==> config.mk <==
export PLATFORM = sky130hd
export DESIGN_NAME = sugar_placer
export DESIGN_NICKNAME = d
export VERILOG_FILES = /design/src/rtl/sugar_placer_pkg.sv /design/src/rtl/sugar_placer_collision.sv /design/src/rtl/sugar_placer.sv
export SDC_FILE = /design/constraint.sdc
export NUM_CORES = 1
export LEC_CHECK = 0
export BUFFER_PORTS_ARGS = -buffer_cell sky130_fd_sc_hd__buf_2
export CAP_MARGIN = 20
export CORE_MARGIN = 10
export CORE_UTILIZATION = 51
export CTS_CLUSTER_DIAMETER = 60
export DETAILED_ROUTE_END_ITERATION = 7
export PLACE_DENSITY = 0.81
export SLEW_MARGIN = 5
export SYNTH_ARGS = -nofsm -noshare
export SYNTH_HDL_FRONTEND = slang
export SYNTH_SLANG_ARGS = --single-unit
export TNS_END_PERCENT = 50
==> constraint.sdc <==
create_clock -name Clk -period 5 [get_ports Clk]
set_clock_uncertainty 0.15 [all_clocks]
set_input_delay 0.25 -clock Clk [delete_from_list [all_inputs] [get_ports Clk]]
set_output_delay 0.25 -clock Clk [all_outputs]
set_load 0.05 [all_outputs]
==> src/rtl/sugar_placer_pkg.sv <==
// sugar_placer_pkg: shared state encoding and LFSR constants for the sugar placer
package sugar_placer_pkg;
   typedef enum logic [2:0] {IDLE, GEN, CHECK, COMMIT, DONE} placer_state_t;
   localparam logic [15:0] LFSR_MASK = 16'hB400;
   localparam logic [15:0] DEFAULT_SEED = 16'hACE1;
   function automatic logic [15:0] lfsr_next(input logic [15:0] s);
      return s[0] ? (s >> 1) ^ LFSR_MASK : s >> 1;
   endfunction
endpackage

==> src/rtl/sugar_placer_collision.sv <==
// collision_square: flags a hit when check lies strictly inside the square of half-width radius around obj
module collision_square #(
   parameter int XW = 10,
   parameter int YW = 9,
   parameter int RW = 16
) (
   input  logic [XW-1:0] check_x,
   input  logic [YW-1:0] check_y,
   input  logic [XW-1:0] obj_x,
   input  logic [YW-1:0] obj_y,
   input  logic [RW-1:0] radius,
   output logic          hit
);
   logic [XW-1:0] dx;
   logic [YW-1:0] dy;
   assign dx = check_x >= obj_x ? check_x - obj_x : obj_x - check_x;
   assign dy = check_y >= obj_y ? check_y - obj_y : obj_y - check_y;
   assign hit = RW'(dx) < radius && RW'(dy) < radius;
endmodule

==> src/rtl/sugar_placer.sv <==
// sugar_placer: scatters sugar piles over the arena, rejecting candidates too close to edges,
// nests or previously placed piles using one shared square collision checker.
module sugar_placer
   import sugar_placer_pkg::*;
#(
   parameter int          NUM_SUGAR    = 8,
   parameter int          NUM_NESTS    = 2,
   parameter int          SPACING      = 24,
   parameter int          MARGIN       = 16,
   parameter int          SCREEN_W     = 640,
   parameter int          SCREEN_H     = 480,
   parameter int          MAX_ATTEMPTS = 1024,
   parameter logic [15:0] SEED         = 16'hACE1,
   localparam int         X_BITS       = $clog2(SCREEN_W),
   localparam int         Y_BITS       = $clog2(SCREEN_H)
) (
   input  logic                              Clk,
   input  logic                              Reset,
   input  logic                              start,
   input  logic [NUM_NESTS-1:0][X_BITS-1:0] nest_x,
   input  logic [NUM_NESTS-1:0][Y_BITS-1:0] nest_y,
   output logic                              busy,
   output logic                              done,
   output logic                              fail,
   output logic [NUM_SUGAR-1:0][X_BITS-1:0] sugar_x,
   output logic [NUM_SUGAR-1:0][Y_BITS-1:0] sugar_y,
   output logic [NUM_SUGAR-1:0]              sugar_valid,
   output logic [4:0]                        placed
);
   localparam int AW = $clog2(MAX_ATTEMPTS) + 1;
   localparam logic [15:0] SEED_R = SEED == 16'd0 ? DEFAULT_SEED : SEED;

   placer_state_t     state;
   logic [15:0]       lfsr, lfsr_n;
   logic [X_BITS-1:0] cx, nx, ox;
   logic [Y_BITS-1:0] cy, ny, oy;
   logic [AW-1:0]     attempts;
   logic [4:0]        obj_idx;
   logic              hit, is_hit, edge_bad, last_obj;

   assign lfsr_n = lfsr_next(lfsr);
   assign nx = lfsr_n[X_BITS-1:0];
   assign ny = lfsr_n[15 -: Y_BITS];
   assign edge_bad = {1'b0, nx} <  (X_BITS+1)'(MARGIN)
                  || {1'b0, nx} >= (X_BITS+1)'(SCREEN_W - MARGIN)
                  || {1'b0, ny} <  (Y_BITS+1)'(MARGIN)
                  || {1'b0, ny} >= (Y_BITS+1)'(SCREEN_H - MARGIN);
   assign last_obj = obj_idx == 5'(NUM_NESTS) + placed - 5'd1;
   // an undriven (Z) checker output counts as clear
   assign is_hit = hit === 1'b1;

   always_comb begin
      ox = '0;
      oy = '0;
      for (int i = 0; i < NUM_NESTS; i++)
         if (obj_idx == 5'(i)) begin
            ox = nest_x[i];
            oy = nest_y[i];
         end
      for (int i = 0; i < NUM_SUGAR; i++)
         if (obj_idx == 5'(NUM_NESTS + i)) begin
            ox = sugar_x[i];
            oy = sugar_y[i];
         end
   end

   collision_square #(.XW(X_BITS), .YW(Y_BITS), .RW(16)) u_check (
      .check_x(cx),
      .check_y(cy),
      .obj_x  (ox),
      .obj_y  (oy),
      .radius (16'(SPACING)),
      .hit    (hit)
   );

   always_ff @(posedge Clk or posedge Reset) begin
      if (Reset) begin
         state       <= IDLE;
         lfsr        <= SEED_R;
         cx          <= '0;
         cy          <= '0;
         attempts    <= '0;
         obj_idx     <= '0;
         busy        <= 1'b0;
         done        <= 1'b0;
         fail        <= 1'b0;
         sugar_x     <= '0;
         sugar_y     <= '0;
         sugar_valid <= '0;
         placed      <= '0;
      end else begin
         case (state)
            IDLE:
               if (start) begin
                  sugar_valid <= '0;
                  placed      <= '0;
                  fail        <= 1'b0;
                  attempts    <= '0;
                  busy        <= 1'b1;
                  state       <= GEN;
               end
            GEN:
               if (attempts == AW'(MAX_ATTEMPTS)) begin
                  fail  <= 1'b1;
                  busy  <= 1'b0;
                  done  <= 1'b1;
                  state <= DONE;
               end else begin
                  lfsr     <= lfsr_n;
                  cx       <= nx;
                  cy       <= ny;
                  attempts <= attempts + AW'(1);
                  obj_idx  <= '0;
                  state    <= edge_bad ? GEN : CHECK;
               end
            CHECK:
               if (is_hit) state <= GEN;
               else if (last_obj) state <= COMMIT;
               else obj_idx <= obj_idx + 5'd1;
            COMMIT: begin
               for (int i = 0; i < NUM_SUGAR; i++)
                  if (placed == 5'(i)) begin
                     sugar_x[i]     <= cx;
                     sugar_y[i]     <= cy;
                     sugar_valid[i] <= 1'b1;
                  end
               placed <= placed + 5'd1;
               if (placed + 5'd1 == 5'(NUM_SUGAR)) begin
                  busy  <= 1'b0;
                  done  <= 1'b1;
                  state <= DONE;
               end else state <= GEN;
            end
            DONE: begin
               done  <= 1'b0;
               state <= IDLE;
            end
            default: state <= IDLE;
         endcase
      end
   end
endmodule

==> flow_metrics.tcl <==
set metrics [dict create \
    die_x_um 164 \
    worst-path-max-fanout 7 \
    crit_path_cell_trace "buf_6, ha_4, and2_4, buf_4, a221oi_1, nor3_1, a221oi_2, a211oi_1, buf_4, a21oi_1, o21ai_0, a221oi_2, inv_1, ha_1, and4_4, a31oi_4, o21ai_2, a41oi_4, mux2i_1, xnor2_1, a2111oi_4, nand3_2, and2_4, mux2_4" \
    drtPass1Iterations 6 \
    num_rows 52 \
    grt_pass1_wl_um 56400 \
    post_synth_fa_ha_maj_area_fraction 0.0556 \
    critical_path.top_delay_family "compound AO/OA/AOI/OAI gates" \
    io_pins 209 \
    cts.sinks 187 \
    run_status "finished, violations left" \
    tritoncts "yes" \
    fin_util 0.692 \
    finalWorstSetupSlack_ns -0.420 \
    cts.path.max_buffers 2 \
    end_kind "register" \
    clk_latency_ns 0.45 \
    critPathBufInv 4 \
    die-height_um 164 \
    grt_max_degree 156 \
    num_vias 10222 \
    synth-edff-count 0 \
    routed_wl_um 36700 \
    ys_types 75 \
    grt_pass1_vias 10152 \
    maxSlewViolCount 0 \
    drt_iter0_drc 941 \
    tightest_slew_ns 0.852 \
    finalSetupViolations 7 \
    core_sq_um 20300 \
    tritoncts.num_buffers 17 \
    relSlewSlack 0.432 \
    synth_xor_area_frac 0.0224 \
    drive_gt1_frac 0.420 \
    max_freq_mhz 185 \
    synth_area_leaders "dfrtp_1 42%, mux2_2 7.1%, ha_1 5.6%" \
    synth_top_family_by_area "compound AO/OA/AOI/OAI gates" \
    synth_mux_area_frac 0.0779 \
    critPathKind "register to register" \
    post-place-ws_ns -0.508 \
    design.die.area_sq_um 26900 \
    fin_crit_sh 1.08 \
    ys_seq_elements 187 \
    portBuffers 208 \
    start_util 0.521 \
    synthFlopType "dfrtp_1" \
    grt.overflow.total 0 \
    wl_per_cell_um 21.6 \
    failed_checks "setup timing" \
    worstSetupStartpointType "register" \
    slowest_stage "dfrtp_1" \
    drcViolationCount 0 \
    fin_cells 1694 \
    max_cap_viol_count 0 \
    nets 1499 \
    antenna_found_initial 0 \
    htreeDepth 4 \
    synthToLayoutAreaGrowth_pct 32.8 \
    syn_avg_cell_area_sq_um 9.58 \
    synth_top_area_frac 0.423 \
    min_path_type "input port to register" \
    grt_setup_unrepaired "yes" \
    ys_seq_area_frac 0.443 \
    slowest_delay_ns 0.43 \
    async_flop_share 1.00 \
    dp_hpwl_um 26300 \
    setup_tns_ns -2.54 \
    hold_viol 0 \
    synthCells 1104 \
    clk_pin_slew_ns 0.07 \
    via_per_inst 6.03 \
    cp.arrival_ns 5.60 \
    yosysWarnings 0 \
    synth.largest_area_cell "dfrtp_1" \
    cts_root_buf "clkbuf_16" \
    ant_nets 0 \
    required_ns 5.18 \
    syn_nets 1192 \
    netlist_area_sq_um 10600 \
    dp_cells 1631 \
    synth_simple_gate_area_frac 0.143 \
    grtUsageTotal 0.265 \
    place.gp.congestion 0.908 \
    antenna_cells 0 \
    synth_compound_gate_area_share 0.193 \
    period_minus_slack_ns 5.42 \
]
## cells in the mapped netlist, drive strengths merged (3+ instances only)
library cell / count
a22oi: 4
nand3: 20
mux2i: 4
mux2: 69
nand2b: 7
o221ai: 6
or2: 6
and4: 3
and2: 9
nor3b: 5
inv: 58
o22ai: 7
o21a: 7
a21boi: 3
dfstp: 8
ha: 47
nand4: 5
a21oi: 56
a221o: 3
nor2: 70
a21o: 5
nor3: 26
a221oi: 46
nor4: 3
a31oi: 7
o211ai: 6
or3: 7
o21ai: 119
xnor2: 12
nor2b: 7
dfrtp: 179
clkbuf: 41
nand3b: 5
buf: 44
a211oi: 21
xor2: 15
nand2: 133
and3: 8
## worst min-delay path, cell delays in order
cell	delay, ns
buf_2	0.12
a21oi_1	0.08
o21ai_0	0.14
## area by class of cell
type	count	area (sq um)
clock buffers	18	429
clock inverters	14	155
fillers	1459	6250
inverters	58	221
multi-input cells	775	5810
flip-flops and latches	187	4690
well taps	270	338
repair buffers	372	2410
## routing by layer
metal  vias up  track usage  wire, um
li1       4551            -         -
met1      4984        0.357     15200
met2       609        0.415     17100
met3        78       0.0601      3550
met4         0       0.0812       844
met5         -            0         0
## cell usage in the layout (no fill, tap or decap), types with 7 or more instances in the layout
cell type	instances
buf_12	7
buf_4	145
nand2_1	132
a21oi_2	7
o21a_1	7
a21oi_1	48
clkbuf_16	17
nor3_2	9
buf_2	208
inv_1	54
nor2_1	65
a221oi_2	24
dfstp_2	8
a211oi_1	14
nor3_1	14
xnor2_1	12
and3_1	7
mux2_2	67
dfrtp_1	179
nand3_1	19
o21ai_1	9
o21ai_0	106
xor2_1	15
a221oi_1	18
buf_6	10
ha_1	35
o22ai_1	7
ha_4	8
## timing repair
item	in CTS	in global routing
hold endpoints to repair	32	0
setup endpoints to repair	7	7
gates resized for setup	78	47
pin swaps	31	26
cloned	1	0
hold buffers	1	0
setup buffers	10	22
## sequential cells by signal, indices dropped and copies added, names as in the netlist
signal       count
attempts        11
busy             1
cx               4
cy               4
done             1
fail             1
lfsr            16
obj_idx          5
placed           5
state            3
sugar_valid      8
sugar_x         72
sugar_y         56
## kinds of logic after synthesis
family,count (synthesis)
AND/OR/NAND/NOR,320
AO/OA/AOI/OAI,307
flip-flops,187
buffers and inverters,143
multiplexers,73
adder cells (fa/ha/maj),47
XOR/XNOR,27
## worst paths after layout
path / from / end / slack, ns / depth (start not counted)
worst max-delay path: obj_idx[0] / obj_idx[0] / -0.42 / 24
worst min-delay path: start / busy / 0.04 / 3
worst max register to register: obj_idx[0] / obj_idx[0] / -0.42 / 24
worst min register to register: lfsr[11] / lfsr[11] / 0.33 / 2
max in group asynchronous: Reset / sugar_x[25] / 3.11 / 4
min in group asynchronous: Reset / placed[4] / 0.33 / 3
## metrics by stage
stage,hold WS [ns],cell area [sq um]
after floorplan,0.293,10600
after global placement,0.246,12600
after detailed placement,0.253,12600
after CTS,0.0146,13700
after global routing,0.0553,14000
final,0.0378,14000
Power is not shown: default switching activity piles up to over one toggle a cycle in this logic, so the estimate is an artifact.
